### src/rtl/sd_emmc_clk_gen_pkg.sv
// Shared FSM encoding and default sizing for the SD/eMMC clock generator.
// Pure declarations; no timing or flow control.
package sd_emmc_clk_gen_pkg;

    localparam int DEF_DIV_W      = 16;
    localparam int DEF_LOCK_EDGES = 8;

    typedef enum logic {
        ST_IDLE = 1'b0,
        ST_RUN  = 1'b1
    } state_t;

endpackage

### src/rtl/sd_emmc_clk_gen_lock_mon.sv
// Lock monitor: counts sd_clk rising edges since the last divisor change; saturates at LOCK_EDGES.
// locked follows the registered count (same cycle as the counting edge); no backpressure.
module sd_emmc_lock_mon
    import sd_emmc_clk_gen_pkg::*;
#(
    parameter int LOCK_EDGES = DEF_LOCK_EDGES
) (
    input  logic clk,
    input  logic rst,
    input  logic clear,
    input  logic rise,
    output logic locked
);

    localparam int CW = $clog2(LOCK_EDGES + 1);
    localparam logic [CW-1:0] FULL = CW'(LOCK_EDGES);

    logic [CW-1:0] edge_cnt;

    // A rise coinciding with a clear is the first edge at the new divisor.
    always_ff @(posedge clk) begin
        if (rst) begin
            edge_cnt <= '0;
        end else if (clear) begin
            edge_cnt <= rise ? CW'(1) : '0;
        end else if (rise && (edge_cnt != FULL)) begin
            edge_cnt <= edge_cnt + CW'(1);
        end
    end

    assign locked = (edge_cnt == FULL);

endmodule

### src/rtl/sd_emmc_clk_gen.sv
// Glitch-free programmable SD/eMMC clock divider with 90-degree copy, edge strobes and lock flag.
// Outputs registered; sd_clk rises one clk after clk_en seen in IDLE; no backpressure.
module sd_emmc_clk_gen
    import sd_emmc_clk_gen_pkg::*;
#(
    parameter int DIV_W      = DEF_DIV_W,
    parameter int LOCK_EDGES = DEF_LOCK_EDGES
) (
    input  logic             clk,
    input  logic             rst,
    input  logic [DIV_W-1:0] divisor,
    input  logic             clk_en,
    output logic             sd_clk,
    output logic             sd_clk_90,
    output logic             pos_stb,
    output logic             neg_stb,
    output logic             running,
    output logic             locked
);

    state_t            state, state_nxt;
    logic [DIV_W-1:0]  divisor_q;
    logic [DIV_W-1:0]  divisor_act, act_nxt;
    logic [DIV_W-1:0]  cnt, cnt_nxt;
    logic              sd_nxt, sd90_nxt, pos_nxt, neg_nxt;
    logic              rise, stop, lock_clear;

    always_ff @(posedge clk) begin
        if (rst) begin
            state       <= ST_IDLE;
            divisor_q   <= '0;
            divisor_act <= '0;
            cnt         <= '0;
            sd_clk      <= 1'b0;
            sd_clk_90   <= 1'b0;
            pos_stb     <= 1'b0;
            neg_stb     <= 1'b0;
        end else begin
            state       <= state_nxt;
            divisor_q   <= divisor;
            divisor_act <= act_nxt;
            cnt         <= cnt_nxt;
            sd_clk      <= sd_nxt;
            sd_clk_90   <= sd90_nxt;
            pos_stb     <= pos_nxt;
            neg_stb     <= neg_nxt;
        end
    end

    always_comb begin
        state_nxt = state;
        act_nxt   = divisor_act;
        cnt_nxt   = cnt;
        sd_nxt    = sd_clk;
        sd90_nxt  = sd_clk_90;
        pos_nxt   = 1'b0;
        neg_nxt   = 1'b0;
        rise      = 1'b0;
        stop      = 1'b0;
        case (state)
            ST_IDLE: begin
                cnt_nxt  = '0;
                sd_nxt   = 1'b0;
                sd90_nxt = 1'b0;
                if (clk_en) begin
                    act_nxt   = divisor_q;
                    sd_nxt    = 1'b1;
                    pos_nxt   = 1'b1;
                    rise      = 1'b1;
                    state_nxt = ST_RUN;
                end
            end
            ST_RUN: begin
                if (cnt == (divisor_act >> 1)) begin
                    sd90_nxt = ~sd_clk_90;
                end
                if (cnt == divisor_act) begin
                    cnt_nxt = '0;
                    if (sd_clk) begin
                        sd_nxt  = 1'b0;
                        neg_nxt = 1'b1;
                    end else if (clk_en) begin
                        // Divisor only switches at a rising edge so no half is ever shortened.
                        act_nxt = divisor_q;
                        sd_nxt  = 1'b1;
                        pos_nxt = 1'b1;
                        rise    = 1'b1;
                    end else begin
                        sd90_nxt  = 1'b0;
                        stop      = 1'b1;
                        state_nxt = ST_IDLE;
                    end
                end else begin
                    cnt_nxt = cnt + DIV_W'(1);
                end
            end
            default: state_nxt = ST_IDLE;
        endcase
    end

    assign running    = (state == ST_RUN);
    assign lock_clear = (state == ST_IDLE) || stop || (act_nxt != divisor_act);

    sd_emmc_lock_mon #(
        .LOCK_EDGES (LOCK_EDGES)
    ) u_lock_mon (
        .clk    (clk),
        .rst    (rst),
        .clear  (lock_clear),
        .rise   (rise),
        .locked (locked)
    );

endmodule

### config.mk
export PLATFORM = sky130hd
export DESIGN_NAME = sd_emmc_clk_gen
export DESIGN_NICKNAME = d
export VERILOG_FILES = /design/src/rtl/sd_emmc_clk_gen_pkg.sv /design/src/rtl/sd_emmc_clk_gen_lock_mon.sv /design/src/rtl/sd_emmc_clk_gen.sv
export SDC_FILE = /design/constraint.sdc
export NUM_CORES = 1
export LEC_CHECK = 0
export CAP_MARGIN = 0
export CORE_ASPECT_RATIO = 0.5
export CORE_MARGIN = 4
export CORE_UTILIZATION = 45
export CTS_BUF_LIST = sky130_fd_sc_hd__clkbuf_16
export DETAILED_ROUTE_END_ITERATION = 16
export HOLD_SLACK_MARGIN = 0.06
export PLACE_DENSITY = 0.72
export SLEW_MARGIN = 20
export SYNTH_ARGS = -nofsm -noshare
export SYNTH_HDL_FRONTEND = slang
export SYNTH_SLANG_ARGS = --single-unit
### constraint.sdc
create_clock -name clk -period 1.8 [get_ports clk]
set_input_delay 0.36 -clock clk [delete_from_list [all_inputs] [get_ports clk]]
set_output_delay 0.36 -clock clk [all_outputs]
set_load 0.05 [all_outputs]
; Word-level counts from Yosys, hierarchy flattened
; Index checks and enable logic that the tools add are counted.
[totals]
output_inout_bits = 6
wordCells = 53
regBits = 57
[classes]
bitwise = 3
n_eq_ne = 6
muxes = 28
n_addsub = 2
reduce_logical = 5
[op_table]
columns = cell, count
row1 = $mux W16, 4
row2 = $pmux W16 S2, 2
row3 = $add A16 B1 Y16 const B, 1
row4 = $eq A16 B15 Y1, 1
row5 = $eq A16 B16 Y1, 1
row6 = $mux W1, 16
row7 = $ne A16 B16 Y1, 1
row8 = $mux W4, 2
row9 = $pmux W1 S2, 4
row10 = $add A4 B1 Y4 const B, 1
row11 = $eq A4 B4 Y1 const B, 1
row12 = $ne A4 B4 Y1 const B, 1
row13 = $not A1 Y1, 3
row14 = $reduce_or A3 Y1, 1
row15 = $logic_or A1 B1 Y1, 2
row16 = $ne A2 B1 Y1 const B, 1
row17 = $reduce_bool A2 Y1, 1
row18 = $logic_and A1 B1 Y1, 1

; Logic depth before layout (Yosys ltp)
; Gate-level depths: netlist (run 1).
[logic_depth]
depth_word = 7
ltp_mapped = 9
depth_no_buf = 7

; By module
; From an unflattened synthesis (run 1), not the netlist that was laid out.
[hier_totals]
cells_unflattened = 289
hier_area_um2 = 2829.0
[modules_own_cells]
columns = module, seq_area_each_um2, area_per_inst_um2, instances, cells_each
row1 = sd_emmc_clk_gen, 1061.0, 2601.2, 1, 265
row2 = sd_emmc_lock_mon, 80.1, 227.7, 1, 24

; Worst setup path before layout (run 1)
; No wires, ideal clock.
[synth_timing]
path_type = register to register
start = register state, in the netlist running
end = register u_lock_mon.edge_cnt[1]
slack_ns = 0.021
t_arrival_ns = 1.709
path_stages_with_launch = 5
required_time_ns = 1.730
path_cell_list = dfxtp_1 > nand4_1 > nor3_2 > or3b_1 > a21oi_1
[synth_via]
elab_chain_len = 5
[synth_rtl]
columns = element, line
row1 = from (decl), sd_emmc_clk_gen.sv:21  ; state_t state, state_nxt;
row2 = from (signal assigned), sd_emmc_clk_gen.sv:39  ; state <= state_nxt;
row3 = $not A1 Y1 (no source line), n/a
row4 = $pmux W16 S2, sd_emmc_clk_gen.sv:60  ; case (state)
row5 = $ne A16 B16 Y1, sd_emmc_clk_gen.sv:102  ; assign lock_clear = (state == ST_IDLE) || stop || (act_nxt != divisor_act);
row6 = $logic_or A1 B1 Y1, sd_emmc_clk_gen.sv:102
row7 = $mux W4 or $reduce_bool A2 Y1 (tied branches), n/a
row8 = to (signal assigned), sd_emmc_clk_gen_lock_mon.sv:25  ; edge_cnt <= rise ? CW'(1) : '0;
row9 = to (signal assigned), sd_emmc_clk_gen_lock_mon.sv:27  ; edge_cnt <= edge_cnt + CW'(1);
row10 = to (decl), sd_emmc_clk_gen_lock_mon.sv:18  ; logic [CW-1:0] edge_cnt;
; Several ways; a longest one is shown, not always the timed one.
; A chain may end at the register's enable or synchronous reset.

; Worst setup path in the final report (run 1)
[layout_timing]
start = register divisor_act[3]
end = register u_lock_mon.edge_cnt[1]
[layout_via]
elab_chain_len = 7
[layout_rtl]
columns = element, line
row1 = from (decl), sd_emmc_clk_gen.sv:23  ; logic [DIV_W-1:0] divisor_act, act_nxt;
row2 = from (signal assigned), sd_emmc_clk_gen.sv:41  ; divisor_act <= act_nxt;
row3 = branches (longest 7 deep; another with $eq A16 B16 Y1), n/a
; Several ways; the timed one is not identified.

==> flow_summary.yaml, run 1 <==
worst_hold_path:
  whs_path_depth: 2
  min_path_type: "reg -> reg"
synthesis:
  synthFlopType: "dfxtp_1"
  syn_area_um2: 2720
  synth_area_leaders: "dfxtp_1, xor2_1, nand3b_1"
  ys_seq_elements: 57
  yosys_warnings: 0
  synth.largest_area_cell: "dfxtp_1"
  netlist_instances: 293
  ys_seq_area_share_pct: 41.9
  synth-edff-count: 0
  syn_avg_cell_area_um2: 9.29
  netlist.area_leader.share_pct: 41.9
  synthDistinctLibCells: 34
  syn_nets: 315
  synthArstFlopShare_pct: 0
cts:
  ctsHtreeMaxLevel: 3
  path_clk_slew_ps: 50
  cts_hold_buf: 0
  cts_sinks: 57
  clkLatencyLatePin_ps: 330
  clockBufferDepth: 2
  cts_tree: "built"
  cts_root_buf: "clkbuf_16"
  numCtsBuffers: 9
global_route:
  overflow: 0
  grt_pass1_wl_mm: 10.7
  antenna_found_initial: 0
  grt_pass1_vias: 2206
  grt_use_total_pct: 18.3
  grt_start_max_net_pins: 41
pwr:
  worst_ir_drop_vdd_v: 0.000592
  p_per_area_nw_per_um2: 929
  p_leak_nw: 1.66
sta:
  finalCritPeriodShare_pct: 111
  post-route-min-period_ps: 2000
  finalHoldViolations: 0
  fmax_mhz: 501
  maxSlewViolCount: 0
  setup_ws_ps: -197
  timing.hold.ws_ps: 485
  finClkSkew_ps: 3.82
  timing.slew.headroom_pct: 66.1
  tns_ps: -685
  worst-slew-pin-transition_ps: 508
  rsz0062_at_grt: "yes"
  setup_viol: 9
layout:
  final_area_um2: 3750
  syn2layout_area_growth_pct: 37.7
  drive_gt1_share_pct: 25.3
  diodes: 0
  final_util_pct: 66.3
  fillCellCount: 425
  fin_nets: 381
  final_cells: 437
setup_path:
  worstPathArrival_ps: 2250
  reg2reg_depth: 7
  cp-end-kind: "flop"
  crit_type: "reg -> reg"
  slowest_delay_ps: 390
  start_kind: "flop"
  crit_slowest_cell: "or3b_1"
  crit_fanout: 4
  crit_required_ps: 2050
  path_cells: "xor2_1 > nor4_1 > buf_4 > nand4_1 > nor3_2 > or3b_1 > a21oi_1"
route:
  drc_errors: 0
  drtPass1Iterations: 4
  avgViaCountPerCell: 5.22
  wire_per_inst_um: 15.5
  vias: 2279
  routed_wl_mm: 6.79
  ant_nets: 0
  drtIter0Drc: 122
die:
  dieArea_um2: 7430
  initial_utilization_pct: 48.1
  pin_count: 25
  num_rows: 19
  die_w_um: 118
  core-area_um2: 5660
  die_h_um: 63
placement:
  gp_congestion: 0.854
  portBuffers: 24
  placed_area_um2: 3290
  dp.cells: 415
  hpwl_mm: 4.76
status:
  violations: "negative setup slack"
  outcome: "finished, violations left"
run:
  cap_violations: 0
## cell usage in the layout (no fill, tap or decap), types with 3 or more instances in the layout
cell / netlist / layout
o21ai_1: 0 / 7
nor2b_1: 16 / 16
inv_1: 6 / 6
nand2_1: 9 / 9
buf_12: 0 / 3
a21oi_1: 23 / 22
nor4_2: 4 / 7
clkbuf_16: 0 / 9
dfxtp_2: 0 / 5
ha_1: 3 / 3
nand3b_1: 17 / 17
and3_1: 7 / 6
xnor2_1: 9 / 9
buf_6: 4 / 8
xor2_1: 50 / 48
o21ai_0: 23 / 15
nand3_1: 8 / 8
clkdlybuf4s50_1: 0 / 18
buf_4: 0 / 42
clkinv_1: 0 / 3
nor2_1: 17 / 16
nor4_1: 10 / 5
or3_1: 3 / 3
dfxtp_1: 57 / 51
## synth_stat cells, drive strengths merged (2+ instances only)
master and number:
dfxtp 57, xor2 50, a21oi 23, o21ai 23, nand3b 17, nor2 17
nor2b 16, nor4 14, clkbuf 10, nand2 9, xnor2 9, nand3 8
and3 7, buf 6, inv 6, ha 3, nand4 3, or3 3
nand4bb 2, nor3 2
## kinds of logic after synthesis
kind of cell / Yosys count / synth area share, %
and+or+nand+nor: 103 / 23.7
xor gates and xnor gates: 59 / 19.0
AOI/OAI and AO/OA: 49 / 9.60
buffers and inverters: 22 / 4.41
adders and majority gates: 3 / 1.38
DFF: 57 / 41.9
## final timing paths
path	from	to	slack [ps]
worst max-delay path	divisor_act[3]$_SDFF_PP0_	u_lock_mon.edge_cnt[1]$_SDFFE_PP0P_	-200
worst min-delay path	divisor_q[3]$_SDFF_PP0_	divisor_act[3]$_SDFF_PP0_	490
worst max register to register	divisor_act[3]$_SDFF_PP0_	u_lock_mon.edge_cnt[1]$_SDFFE_PP0P_	-200
worst min register to register	divisor_q[3]$_SDFF_PP0_	divisor_act[3]$_SDFF_PP0_	490
## power breakdown
| group | switching, mW | total [mW] | internal (mW) |
|---|---|---|---|
| Clock | 0.565 | 1.62 | 1.05 |
| Combinational | 0.248 | 0.504 | 0.256 |
| Sequential | 0.0476 | 1.36 | 1.31 |
## state kept, by name, summed over array words and instances (netlist names)
register / count
cnt: 16
divisor_act: 16
divisor_q: 16
neg_stb: 1
pos_stb: 1
running: 1
sd_clk: 1
sd_clk_90: 1
u_lock_mon.edge_cnt: 4
## metal layers
layer  track usage (%)  share of wire (%)
met5                 0                  0
met4              4.96                1.6
met1              24.2                 49
met3              6.60                4.8
met2              28.4                 45
## cell type report
| cell class | instances | area, um^2 | share of cell area (%) |
|---|---|---|---|
| multi-input cells | 214 | 1550 | 41.4 |
| flip-flops and latches | 57 | 1150 | 30.7 |
| repair buffers | 71 | 646 | 17.2 |
| clock buffers | 9 | 225 | 6.01 |
| well taps | 73 | 91.3 | 2.44 |
| clock inverters | 7 | 61.3 | 1.64 |
| inverters | 6 | 22.5 | 0.601 |
## critical path: cells and delay by family (launching register included)
kind,cells,cell delay [ps]
XOR/XNOR,1,160
AND/OR/NAND/NOR,4,1130
buffers and inverters,1,150
AO/OA/AOI/OAI,1,140
flip-flops,1,340
## what timing repair did
item                                    4_1_cts  5_1_grt
endpoints found under the setup margin       21       41
pin swaps                                     4       11
gates cloned                                  0        1
gates resized for setup                       8       31
buffers inserted                              2        3
## through the flow
| step | total power, mW | setup slack [ps] |
|---|---|---|
| after detailed placement | 1.82 | -154 |
| after floorplan | 1.64 | 20.8 |
| after global routing | 3.61 | -293 |
| final | 3.48 | -197 |
| after global placement | 1.81 | -52.0 |
| after CTS | 3.45 | -89.3 |
No activity file was read; power rests on OpenSTA's default activity.
==> run 2: changes to the inputs <==
CTS_CLUSTER_SIZE = 24   (was default)
==> results of run 2 <==
No change in the layout: final DEF, timing and power equal those of run 1.
==> run 3: changes to the inputs <==
REMOVE_ABC_BUFFERS = 1   (was default)
==> run 3 against run 2 <==
Against the previous run: the flow still finishes with violations (negative setup slack); final area is 0.97% lower; clock skew is 4.0 ps higher; largest cell class unchanged; cell count stayed put; maximum frequency is 0.90% higher; routed wire length is 1.8% higher; combinational power is 1% higher; global-route usage is 0.32 points higher; clock-buffer cell count stayed put.
==> flow_summary.yaml, run 3 (synthesis gave the netlist of run 1 again) <==
status:
  outcome: "finished, violations left"
  violations: "negative setup slack"
layout:
  final_area_um2: 3710
  syn2layout_area_growth_pct: 36.4
  reg_top3: "cnt: 16 flops, divisor_act: 16 flops, divisor_q: 16 flops"
  fin_nets: 382
  drive_gt1_share_pct: 26.6
  layout_common_cells: "xor2_1, buf_4, dfxtp_1"
  seq_area_um2: 1160
  multiInputGateArea_um2: 1560
  diodes: 0
  final_common_cell: "xor2_1"
  fillCellCount: 425
cts:
  clockBufferDepth: 2
  cts_root_buf: "clkbuf_16"
  cts_tree: "built"
  ctsHtreeMaxLevel: 3
  numCtsBuffers: 9
  clkLatencyLatePin_ps: 320
  cts_sinks: 57
  path_clk_slew_ps: 50
sta:
  post-route-min-period_ps: 1980
  tns_ps: -735
  finalCritPeriodShare_pct: 110
  maxSlewViolCount: 0
  timing.hold.ws_ps: 484
  finalHoldViolations: 0
  worst-slew-pin-transition_ps: 610
  setup_viol: 18
  fmax_mhz: 505
  rsz0062_at_grt: "yes"
  finClkSkew_ps: 7.79
  setup_ws_ps: -179
  timing.slew.headroom_pct: 59.3
die:
  core-area_um2: 5660
  dieArea_um2: 7430
  die_h_um: 63
  die_w_um: 118
  num_rows: 19
  pin_count: 25
  initial_utilization_pct: 48.1
setup_path:
  r2r_setup_slack_ps: -180
  r2r-start: "divisor_act[13]$_SDFF_PP0_"
  reg2reg_depth: 8
  crit_type: "reg -> reg"
  crit_required_ps: 2010
  worstPathArrival_ps: 2190
  crit_fanout: 3
  cp-end-kind: "flop"
  worstReg2RegEnd: "u_lock_mon.edge_cnt[0]$_SDFFE_PP0P_"
  start_kind: "flop"
placement:
  gp_congestion: 0.908
  portBuffers: 24
  hpwl_mm: 4.65
  placed_area_um2: 3290
pwr:
  worst_ir_drop_vdd_v: 0.000498
  p_leak_nw: 1.67
  p_int_mw: 2.46
  p_per_area_nw_per_um2: 886
  p_seq_share_pct: 41.5
  p_sw_share_pct: 25.2
  pwr-share-clk_pct: 43.0
  combinationalPowerShare_pct: 15.6
  p_switching_mw: 0.829
run:
  cap_violations: 0
route:
  drc_errors: 0
  routed_wl_mm: 6.91
  drtIter0Drc: 109
  drtPass1Iterations: 4
  avgViaCountPerCell: 5.36
  wire_per_inst_um: 15.8
  vias: 2343
  ant_nets: 0
worst_hold_path:
  whs_path_depth: 2
  hold_end: "divisor_act[4]$_SDFF_PP0_"
  min_path_type: "reg -> reg"
  hp-start: "divisor_q[4]$_SDFF_PP0_"
global_route:
  grt_pass1_wl_mm: 10.9
  grt_use_total_pct: 18.6
  overflow: 0
  grt_pass1_vias: 2249
  grt_start_max_net_pins: 28
  antenna_found_initial: 0
-- run 3: area by class of cell --
class	instances	area share, %
multi-input cells	214	42.1
flip-flops and latches	57	31.2
repair buffers	72	17.0
clock buffers	9	6.07
well taps	73	2.46
clock inverters	6	0.607
inverters	6	0.607
-- run 3: metal layers --
metal  vias to the layer above  global-route usage [%]  share of wire [%]
li1                       1143                       -                  -
met1                      1120                    23.0                 45
met2                        66                    29.8                 47
met3                        14                    6.87                6.5
met4                         0                    7.15                1.3
met5                         -                       0                  0
-- run 3: power groups by stage --
stage                     Combinational [mW]  Sequential, mW  Clock [mW]
after floorplan                        0.198            1.40           0
after global placement                 0.427            1.38           0
after detailed placement               0.433            1.38           0
after CTS                              0.473            1.36        1.43
after global routing                   0.546            1.37        1.49
final                                  0.511            1.36        1.41
-- run 3: worst max path at each step --
stage / from / end / slack, ps / cells past startpoint
after global placement: divisor_act[13]$_SDFF_PP0_ / u_lock_mon.edge_cnt[1]$_SDFFE_PP0P_ / -230 / 7
after CTS: divisor_act[3]$_SDFF_PP0_ / u_lock_mon.edge_cnt[1]$_SDFFE_PP0P_ / -80 / 7
after floorplan: cnt[4]$_SDFF_PP0_ / u_lock_mon.edge_cnt[1]$_SDFFE_PP0P_ / -1 / 6
final: divisor_act[13]$_SDFF_PP0_ / u_lock_mon.edge_cnt[0]$_SDFFE_PP0P_ / -180 / 8
after detailed placement: divisor_act[13]$_SDFF_PP0_ / u_lock_mon.edge_cnt[1]$_SDFFE_PP0P_ / -260 / 7
after global routing: divisor_act[13]$_SDFF_PP0_ / u_lock_mon.edge_cnt[0]$_SDFFE_PP0P_ / -270 / 8
-- run 3: what timing repair did --
action,in CTS,in global routing
endpoints found under the hold margin,0,0
setup buffers,2,3
gates resized for setup,26,25
pin swaps,7,8
hold buffers,0,0
endpoints found under the setup margin,23,41
cloned,1,0
-- run 3: through the flow --
step / setup WS, ps / instances / power, mW / util [%]
finish: -179 / 437 / 3.29 / 65.6
global route: -271 / 437 / 3.41 / 65.6
CTS: -78.8 / 435 / 3.26 / 63.7
detailed placement: -260 / 417 / 1.82 / 58.1
global placement: -231 / 417 / 1.81 / 58.1
floorplan: -1.14 / 277 / 1.60 / -
-- run 3: worst max-delay path, stage by stage, from the launching register on --
cell and delay [ps]:
dfxtp_2 330, xor2_2 180, nor4_4 310, buf_4 160, nand4_1 170, nor3_2 240, buf_4 170, a31oi_4 70
o211a_1 250
